**src/rtl/win3_pkg.sv**
```systemverilog
// Shared types and constants for the 3x3 window generator.
// Holds pixel/tap/window widths, FIFO pop threshold, row-tail length,
// the FSM state enum, the registered window payload struct and a
// helper that tests a FIFO fill level against the pop threshold.
package win3_pkg;

    localparam int unsigned PIX_W        = 8;
    localparam int unsigned TAP_W        = 3 * PIX_W;
    localparam int unsigned WIN_W        = 3 * TAP_W;
    localparam int unsigned CNT_W        = 4;
    localparam int unsigned FIFO_POP_MIN = 3;
    localparam int unsigned TAIL_POPS    = 2;
    localparam int unsigned TAIL_W       = $clog2(TAIL_POPS);
    localparam int unsigned STALL_W      = 16;

    typedef enum logic [1:0] {
        IDLE,
        RUN,
        DRAIN,
        DONE
    } state_t;

    typedef struct packed {
        logic             last;
        logic [WIN_W-1:0] data;
    } win_beat_t;

    // A FIFO can supply a full 3-pixel tap once it holds FIFO_POP_MIN pixels.
    function automatic logic fifo_ready(input logic [CNT_W-1:0] cnt);
        return cnt >= CNT_W'(FIFO_POP_MIN);
    endfunction

endpackage

```
**src/rtl/window_gen_3x3_if.sv**
```systemverilog
// Row-FIFO and window-output bundle of the 3x3 window generator.
// Signals:
//   row0/1/2_data  : 24-bit taps of the top/middle/bottom row FIFOs
//   row0/1/2_count : fill levels of those FIFOs
//   pop            : common pop to all three FIFOs
//   window_data    : {row2,row1,row0} 3x3 window
//   window_valid / window_ready / window_last : output handshake
// master = window generator, slave = FIFOs plus processing stage.
interface window_gen_3x3_if;
    import win3_pkg::*;

    logic [TAP_W-1:0] row0_data;
    logic [TAP_W-1:0] row1_data;
    logic [TAP_W-1:0] row2_data;
    logic [CNT_W-1:0] row0_count;
    logic [CNT_W-1:0] row1_count;
    logic [CNT_W-1:0] row2_count;
    logic             pop;
    logic [WIN_W-1:0] window_data;
    logic             window_valid;
    logic             window_ready;
    logic             window_last;

    modport master (
        input  row0_data, row1_data, row2_data,
        input  row0_count, row1_count, row2_count,
        input  window_ready,
        output pop, window_data, window_valid, window_last
    );

    modport slave (
        output row0_data, row1_data, row2_data,
        output row0_count, row1_count, row2_count,
        output window_ready,
        input  pop, window_data, window_valid, window_last
    );

endinterface

```
**src/rtl/win_out_reg.sv**
```systemverilog
// Single-entry valid/ready output register for window beats.
// Ports: clk, reset_n, load (capture load_beat), load_beat, ready (consumer
// accept), valid, beat (registered payload), slot_free (may load this cycle).
// A load while the current beat is being accepted replaces it with no bubble.
module win_out_reg
    import win3_pkg::*;
(
    input  logic      clk,
    input  logic      reset_n,
    input  logic      load,
    input  win_beat_t load_beat,
    input  logic      ready,
    output logic      valid,
    output win_beat_t beat,
    output logic      slot_free
);

    assign slot_free = !valid || ready;

    // Payload only moves on load, so it holds stable during a stall.
    always_ff @(posedge clk or negedge reset_n) begin
        if (!reset_n) begin
            valid <= 1'b0;
            beat  <= '0;
        end else if (load) begin
            valid <= 1'b1;
            beat  <= load_beat;
        end else if (ready) begin
            valid <= 1'b0;
        end
    end

endmodule

```
**src/rtl/window_gen_3x3.sv**
```systemverilog
// 3x3 window generator: pops three row FIFOs in lockstep and emits
// {row2,row1,row0} windows over valid/ready, one frame per start pulse.
// Ports: clk, reset_n, start, win (window_gen_3x3_if.master: FIFO taps,
// counts, pop, window handshake), busy, done.
// Optional: define WIN3_STALL_CNT_EN to add stall_cycles[15:0], a saturating
// count of valid & !ready cycles, cleared on accepted start.
module window_gen_3x3
    import win3_pkg::*;
#(
    parameter int unsigned IMG_WIDTH  = 16,
    parameter int unsigned IMG_HEIGHT = 16
) (
    input  logic                 clk,
    input  logic                 reset_n,
    input  logic                 start,
    window_gen_3x3_if.master     win,
    output logic                 busy,
    output logic                 done
`ifdef WIN3_STALL_CNT_EN
    ,
    output logic [STALL_W-1:0]   stall_cycles
`endif
);

    localparam int unsigned COL_W    = $clog2(IMG_WIDTH);
    localparam int unsigned ROW_W    = $clog2(IMG_HEIGHT);
    localparam int unsigned COL_LAST = IMG_WIDTH - 3;
    localparam int unsigned ROW_END  = IMG_HEIGHT - 2;

    state_t            state_q, state_d;
    logic [COL_W-1:0]  col_q, col_d;
    logic [ROW_W-1:0]  row_q, row_d, row_next;
    logic [TAIL_W-1:0] tail_q, tail_d;
    logic              busy_d, done_d;
    logic              avail, slot_free, fire, pop_c, col_is_last;
    logic              out_valid;
    win_beat_t         load_beat, out_beat;

    // Popping only when all three hold a full tap keeps the rows aligned.
    assign avail = fifo_ready(win.row0_count) & fifo_ready(win.row1_count)
                 & fifo_ready(win.row2_count);

    assign col_is_last = (col_q == COL_W'(COL_LAST));
    assign row_next    = row_q + ROW_W'(1);

    assign load_beat.last = col_is_last;
    assign load_beat.data = {win.row2_data, win.row1_data, win.row0_data};

    // Next-state, counters and pop.
    always_comb begin
        state_d = state_q;
        col_d   = col_q;
        row_d   = row_q;
        tail_d  = tail_q;
        busy_d  = busy;
        done_d  = 1'b0;
        fire    = 1'b0;
        pop_c   = 1'b0;
        case (state_q)
            IDLE: begin
                if (start) begin
                    state_d = RUN;
                    busy_d  = 1'b1;
                    col_d   = '0;
                    row_d   = '0;
                    tail_d  = '0;
                end
            end
            RUN: begin
                fire  = avail & slot_free;
                pop_c = fire;
                if (fire) begin
                    if (col_is_last) begin
                        col_d   = '0;
                        state_d = DRAIN;
                    end else begin
                        col_d = col_q + COL_W'(1);
                    end
                end
            end
            DRAIN: begin
                // Discard the row tail; runs even while the output stalls.
                pop_c = avail;
                if (avail) begin
                    if (tail_q == TAIL_W'(TAIL_POPS - 1)) begin
                        tail_d  = '0;
                        row_d   = row_next;
                        state_d = (row_next == ROW_W'(ROW_END)) ? DONE : RUN;
                    end else begin
                        tail_d = tail_q + TAIL_W'(1);
                    end
                end
            end
            DONE: begin
                if (!out_valid) begin
                    done_d  = 1'b1;
                    busy_d  = 1'b0;
                    state_d = IDLE;
                end
            end
            default: state_d = IDLE;
        endcase
    end

    // State and counter registers.
    always_ff @(posedge clk or negedge reset_n) begin
        if (!reset_n) begin
            state_q <= IDLE;
            col_q   <= '0;
            row_q   <= '0;
            tail_q  <= '0;
            busy    <= 1'b0;
            done    <= 1'b0;
        end else begin
            state_q <= state_d;
            col_q   <= col_d;
            row_q   <= row_d;
            tail_q  <= tail_d;
            busy    <= busy_d;
            done    <= done_d;
        end
    end

    win_out_reg u_out (
        .clk       (clk),
        .reset_n   (reset_n),
        .load      (fire),
        .load_beat (load_beat),
        .ready     (win.window_ready),
        .valid     (out_valid),
        .beat      (out_beat),
        .slot_free (slot_free)
    );

    assign win.pop          = pop_c;
    assign win.window_valid = out_valid;
    assign win.window_data  = out_beat.data;
    assign win.window_last  = out_beat.last;

`ifdef WIN3_STALL_CNT_EN
    // Saturating back-pressure counter.
    always_ff @(posedge clk or negedge reset_n) begin
        if (!reset_n) begin
            stall_cycles <= '0;
        end else if (state_q == IDLE && start) begin
            stall_cycles <= '0;
        end else if (out_valid && !win.window_ready && stall_cycles != '1) begin
            stall_cycles <= stall_cycles + STALL_W'(1);
        end
    end
`endif

endmodule

```
**src/flat_wrapper.sv**
```systemverilog
// flat-port wrapper written by rule: the top's interface ports become plain ports
module window_gen_3x3_flat import win3_pkg::*;
#(
    parameter int unsigned IMG_WIDTH  = 16,
    parameter int unsigned IMG_HEIGHT = 16
)
  (clk, reset_n, start, busy, done, win_row0_data, win_row1_data, win_row2_data, win_row0_count, win_row1_count, win_row2_count, win_window_ready, win_pop, win_window_data, win_window_valid, win_window_last);
  window_gen_3x3_if win_i ();
  input  logic clk;
  input  logic reset_n;
  input  logic start;
  output logic busy;
  output logic done;
  input wire logic [$bits(win_i.row0_data)-1:0] win_row0_data;
  input wire logic [$bits(win_i.row1_data)-1:0] win_row1_data;
  input wire logic [$bits(win_i.row2_data)-1:0] win_row2_data;
  input wire logic [$bits(win_i.row0_count)-1:0] win_row0_count;
  input wire logic [$bits(win_i.row1_count)-1:0] win_row1_count;
  input wire logic [$bits(win_i.row2_count)-1:0] win_row2_count;
  input wire logic [$bits(win_i.window_ready)-1:0] win_window_ready;
  output wire logic [$bits(win_i.pop)-1:0] win_pop;
  output wire logic [$bits(win_i.window_data)-1:0] win_window_data;
  output wire logic [$bits(win_i.window_valid)-1:0] win_window_valid;
  output wire logic [$bits(win_i.window_last)-1:0] win_window_last;
  assign win_i.row0_data = win_row0_data;
  assign win_i.row1_data = win_row1_data;
  assign win_i.row2_data = win_row2_data;
  assign win_i.row0_count = win_row0_count;
  assign win_i.row1_count = win_row1_count;
  assign win_i.row2_count = win_row2_count;
  assign win_i.window_ready = win_window_ready;
  assign win_pop = win_i.pop;
  assign win_window_data = win_i.window_data;
  assign win_window_valid = win_i.window_valid;
  assign win_window_last = win_i.window_last;
  window_gen_3x3 #(.IMG_WIDTH(IMG_WIDTH), .IMG_HEIGHT(IMG_HEIGHT)) u_core (.clk(clk), .reset_n(reset_n), .start(start), .win(win_i), .busy(busy), .done(done));
endmodule
```
**config.mk**
```make
export PLATFORM = sky130hd
export DESIGN_NAME = window_gen_3x3_flat
export DESIGN_NICKNAME = d
export VERILOG_FILES = /design/src/rtl/win3_pkg.sv /design/src/rtl/window_gen_3x3_if.sv /design/src/rtl/win_out_reg.sv /design/src/rtl/window_gen_3x3.sv /design/src/flat_wrapper.sv
export SDC_FILE = /design/constraint.sdc
export NUM_CORES = 1
export LEC_CHECK = 0
export BUFFER_PORTS_ARGS = -buffer_cell sky130_fd_sc_hd__buf_4
export CORE_ASPECT_RATIO = 1.4
export CORE_MARGIN = 1.5
export CORE_UTILIZATION = 47
export DETAILED_ROUTE_END_ITERATION = 12
export HOLD_SLACK_MARGIN = 0.12
export PLACE_DENSITY = 0.86
export SETUP_SLACK_MARGIN = 0.15
export SKIP_CTS_REPAIR_TIMING = 1
export SYNTH_ARGS = -nofsm -noshare
export SYNTH_HDL_FRONTEND = slang
export SYNTH_SLANG_ARGS = --single-unit
```
**constraint.sdc**
```tcl
create_clock -name clk -period 2.45 [get_ports clk]
set_input_delay 0.3675 -clock clk [delete_from_list [all_inputs] [get_ports clk]]
set_output_delay 0.3675 -clock clk [all_outputs]
set_load 0.005 [all_outputs]
```
Word-level counts from Yosys, hierarchy flattened. Cells that the tools add are included.

Register bits after elaboration: 87. Output and inout port bits: 77. Logic and storage cells: 69.

Add/sub/neg operators: 3. $lt $le $gt $ge: 3. Equal/unequal tests: 11. Multiplexer cells: 28. Bitwise gates (word level): 3. Reductions and logical operators: 12.

Operators by type and width (number): 4-bit two-way mux (5); 4-bit case mux with 2 select lines (2); 2-bit two-way mux (7); 4-bit by 2-bit greater-or-equal comparator with 1-bit output, second input constant (3); 1-bit two-way mux (10); 3-bit AND reduction (3); 4-bit by 1-bit adder with 4-bit output, second input constant (2); 4-bit == test, second input constant (2); 2-bit by 1-bit inequality test with 1-bit output, second input constant (4); 2-bit case mux with 4 select lines (1); 2-bit nonzero test (4); 1-bit case mux with 2 select lines (3); 6-bit AND reduction (1); 2-bit == test, second input constant (2); 2-bit inequality test, second input constant (2); 4-bit AND reduction (1); 1-bit bitwise AND (3); 2-bit by 1-bit == test with 1-bit output, second input constant (1); 2-bit zero test (1); 1-bit adder, second input constant (1); 1-bit zero test (1); 1-bit logical OR (1).

Longest topological paths before layout.
Depth in word-level cells: 6. Gate-level depth with buffers: 8.

By module. A second synthesis with hierarchy kept.

Cell total of the unflattened synthesis: 257. Area, all modules: 3931.3 um2.

By module, submodules not included: win_out_reg (instances 1, cells each 157, area each 2991.6 um2, seq. area each 1851.8 um2); window_gen_3x3 (instances 1, cells each 100, area each 939.7 um2, seq. area each 325.3 um2).

Worst setup path before layout. Ideal clock, no wire load.

Path kind: register -> register. From: reg u_core.state_q[1]. To: reg u_core.col_q[0]. Setup time: 125 ps. Arrival: 1620 ps. Required time: 2325 ps. Path slack: 705 ps. Stages on the path, launching flop included: 8. Buffers on the path: 1. Period minus slack after synthesis: 1745 ps. Cell sequence: dfrtp_1 -> inv_1 -> ha_1 -> clkbuf_2 -> inv_1 -> nand2_1 -> a221oi_4 -> mux2_2.

Word-level cells in the longest chain between the ends: 3. Elaborated cells between the ends (all ways): 7.

RTL lines: from (decl) (RTL line window_gen_3x3.sv:30) `state_t state_q, state_d;`; from (signal assigned) (RTL line window_gen_3x3.sv:115) `state_q <= state_d;`; 2-bit by 1-bit == test with 1-bit output / 2-bit zero test (equally long branches) (RTL line window_gen_3x3.sv:59) `case (state_q)`; 2-bit by 1-bit inequality test with 1-bit output (no source line) (tied with other cells); 3-bit AND reduction (no source line); to (signal assigned) (RTL line window_gen_3x3.sv:116) `col_q <= col_d;`; to (decl) (RTL line window_gen_3x3.sv:31) `logic [COL_W-1:0] col_q, col_d;`.

Parallel ways exist; a longest one is shown, timed or not. A chain may end at the register's enable or synchronous reset.

Worst setup path in the final report.
From: reg u_core.state_q[1]. To: out win_pop.

Word-level cells in the longest chain between the ends: 2. Elaborated cells between the ends (all ways): 3.

RTL lines: 2-bit == test / 2-bit by 1-bit == test with 1-bit output (equally long branches) (RTL line window_gen_3x3.sv:59); 1-bit case mux with 2 select lines * (RTL line window_gen_3x3.sv:59); to (decl) (RTL line flat_wrapper.sv:21) `output wire logic [$bits(win_i.pop)-1:0] win_pop;`.

Mark *: on every way between the ends. The rest lies on a longest branch, timed or not.

==> impl_results.md <==
* Commonest cells after routing, fill and taps aside: nand2_1 (228), buf_4 (166), dfrtp_1 (87), clkbuf_8 (11), o21ai_0 (10)
* Fmax at approximately 480 MHz
* Fin Clk Skew at ~0.0065 ns
* Slew headroom at 0.635
* Die extent in y at ~110 µm
* Critical path, cell by cell: inv_1 -> ha_1 -> nand3_2 -> a21boi_0 -> buf_4
* RSZ-0062 raised after global routing: false
* # H-tree levels at 3
* CP arrival at 1.72 ns
* Syn_area_per_cell at around 9 µm²
* Die Width at ~80 µm
* Routed WL at between 9 and 10 mm
* Period utilisation layout at 0.850
* Max FO, Critical Path at 8
* Ys Warns at 0
* Run status: complete, no violations
* Crit. End Element: output pin
* Overall routing resource usage at 0.224
* Worst min path class: in -> reg
* CP max stage cell: dfrtp_1
* Initial antenna violation count at 0
* Count of cell types in the netlist at 37
* Boundary Pins at ~170
* Starting density of the core at 0.479
* Via count at about 3300
* Leading cell type in the layout, fill and taps excluded: nand2_1
* Fin nets at 670
* Syn Nets at around 510
* Detail Route Antenna Nets at 0
* Num CTS Buffers at 9
* CP Launch Type: flip-flop
* DRT iter0 DRCs at between 200 and 250
* Synth area leader: dfrtp_1
* CP delay by family, top: flip-flops
* Buffers and inverters on the worst path at 2
* Async S/R FF share, synth at 1.00
* Seq/Total Area, Yosys at 0.590
* Synth-to-layout area growth at 42.1%
* DRC violations left at 0
* IO Port Bufs at about 160
* Number of global-route vias before repair at roughly 3300
* Row count at 38
* Yosys top cell area share at 0.590
* Reg2reg path depth at 7
* Critical path depth at 5
* ANT cells at 0
* Main area contributors after synthesis: dfrtp_1 (59%), nand2_1 (23%), ha_1 (2.7%)
* Flops & latches, synth at 87
* First-pass GRT wire length at 14.6 mm
* Power Total at about 6.0 mW
* Critical Path RT at approximately 2.1 ns
* CTS Root Cell: clkbuf_8
* Fillers at roughly 630
* Area of the multi-input gates at between 1000 and 1500 µm²
* Skew-Pair Late Insertion Delay at between 0.3 and 0.4 ns
* Die area at approximately 8400 µm²
* Peak VDD IR at about 0.00070 V
* Critical path class: reg -> out
* Clock Path Buffers at 2
* Max-cap viol count at 0
* TNS Setup at 0 ns
* Largest stage delay, worst path at roughly 0.43 ns
* Final count of hold timing violations at 0
* Synth Instances at between 400 and 500
* Leakage at roughly 2.9 nW
* Hold Crit Depth at 3
* EDFF count, synth at 0
* Worst slew pin tran at about 0.55 ns
* Core area at just under 8000 µm²
* WL per Instance at 13.6 µm
* Synth Cell Area at ~3700 µm²
* Clock sink count at 87
* GP Congestion at 0.848
* Vias per cell at approximately 4.9
* Top FF cell, synth: dfrtp_1
* FF/Latch Area at 2180 µm²
* Detailed Place HPWL at 6.63 mm
* Final min period at 2.08 ns
* Layout cell share with drive strength beyond 1 at 0.330
* GRT overflow at 0
* CTS tree: yes
* Count of final max-slew check failures at 0
* Pwr/cell area at roughly 1100 nW/µm²
* Clock transition at path regs at about 0.080 ns
* Setup violation total in the final timing report at 0
* Largest net degree at the start of global routing at 88
* Pre-antenna DRT Iters at 4
## cell type report
cell class / instances / area share
Sequential cell: 87 / 0.415
Multi-Input combinational cell: 300 / 0.271
Timing Repair Buffer: 170 / 0.251
Clock buffer: 13 / 0.0303
Tap cell: 100 / 0.0239
Inverter: 6 / 0.00430
Clock inverter: 3 / 0.00334
## tightest hold or removal path, delay by kind of cell
family | cells | cell delay [ns]
buf+inv | 1 | 0.08
simple gates | 2 | 0.08
## per-layer routing
layer,vias to the layer above,track usage,share of wire
li1,1620,-,-
met1,1546,0.241,0.38
met2,126,0.397,0.54
met3,21,0.0525,0.053
met4,0,0.127,0.027
met5,-,0,0
## cells by family (layout without fill, tap and decap cells)
kind of cell,Yosys count,count (layout),synth area share
AND/OR/NAND/NOR,256,256,0.280
AO/OA/AOI/OAI,31,31,0.0631
multiplexers,3,3,0.00848
buffers and inverters,23,192,0.0258
flip-flops,87,87,0.590
adder cells (fa/ha/maj),8,8,0.0271
XOR/XNOR,2,2,0.00475
## stage by stage
step	instance area (µm²)	hold slack (ns)	setup slack, ns	util	cells
2_1_floorplan	3690	0.0719	0.705	-	410
3_3_place_gp	5050	0.437	0.533	0.656	662
3_5_place_dp	5050	0.439	0.415	0.656	662
4_1_cts	5230	0.0396	0.233	0.679	678
5_1_grt	5240	0.181	0.170	0.680	679
6_report	5240	0.192	0.367	0.680	679
## synth_stat cells (2+ instances only)
cell type,instances
a211o_1,4
a21boi_0,2
a21oi_1,3
a22o_1,2
a32o_1,2
and3_1,2
buf_2,6
clkbuf_1,10
dfrtp_1,87
ha_1,8
inv_1,6
mux2i_1,2
nand2_1,228
nand2b_1,3
nand3_1,3
nand3_2,2
nor2_1,4
nor2_2,2
nor2b_1,6
nor3_1,2
o21ai_0,10
## where the power goes
part	switching, mW	leakage (nW)	internal (mW)
clock	0.490	0.0894	0.422
sequential	0.421	1.08	2.10
combinational	1.24	1.71	1.35
total	2.15	2.88	3.87
## worst paths after layout
kind                       slack (ns)               endpoint             startpoint
setup / recovery                 0.37                win_pop      u_core.state_q[1]
hold / removal                   0.19  u_core.u_out.beat[25]       win_row1_data[1]
setup reg to reg                 0.39  u_core.u_out.beat[69]      u_core.state_q[1]
hold reg to reg                  0.48  u_core.u_out.beat[12]  u_core.u_out.beat[12]
max in group asynchronous        1.50  u_core.u_out.beat[40]                reset_n
min in group asynchronous        0.56  u_core.u_out.beat[29]                reset_n
## state kept, by name, summed over array words and instances (netlist names)
signal,flops
u_core.tail_q,1
u_core.done,1
u_core.u_out.valid,1
u_core.row_q,4
u_core.state_q,2
u_core.u_out.beat,73
u_core.busy,1
u_core.col_q,4
Power figures use the tool's default switching activity.
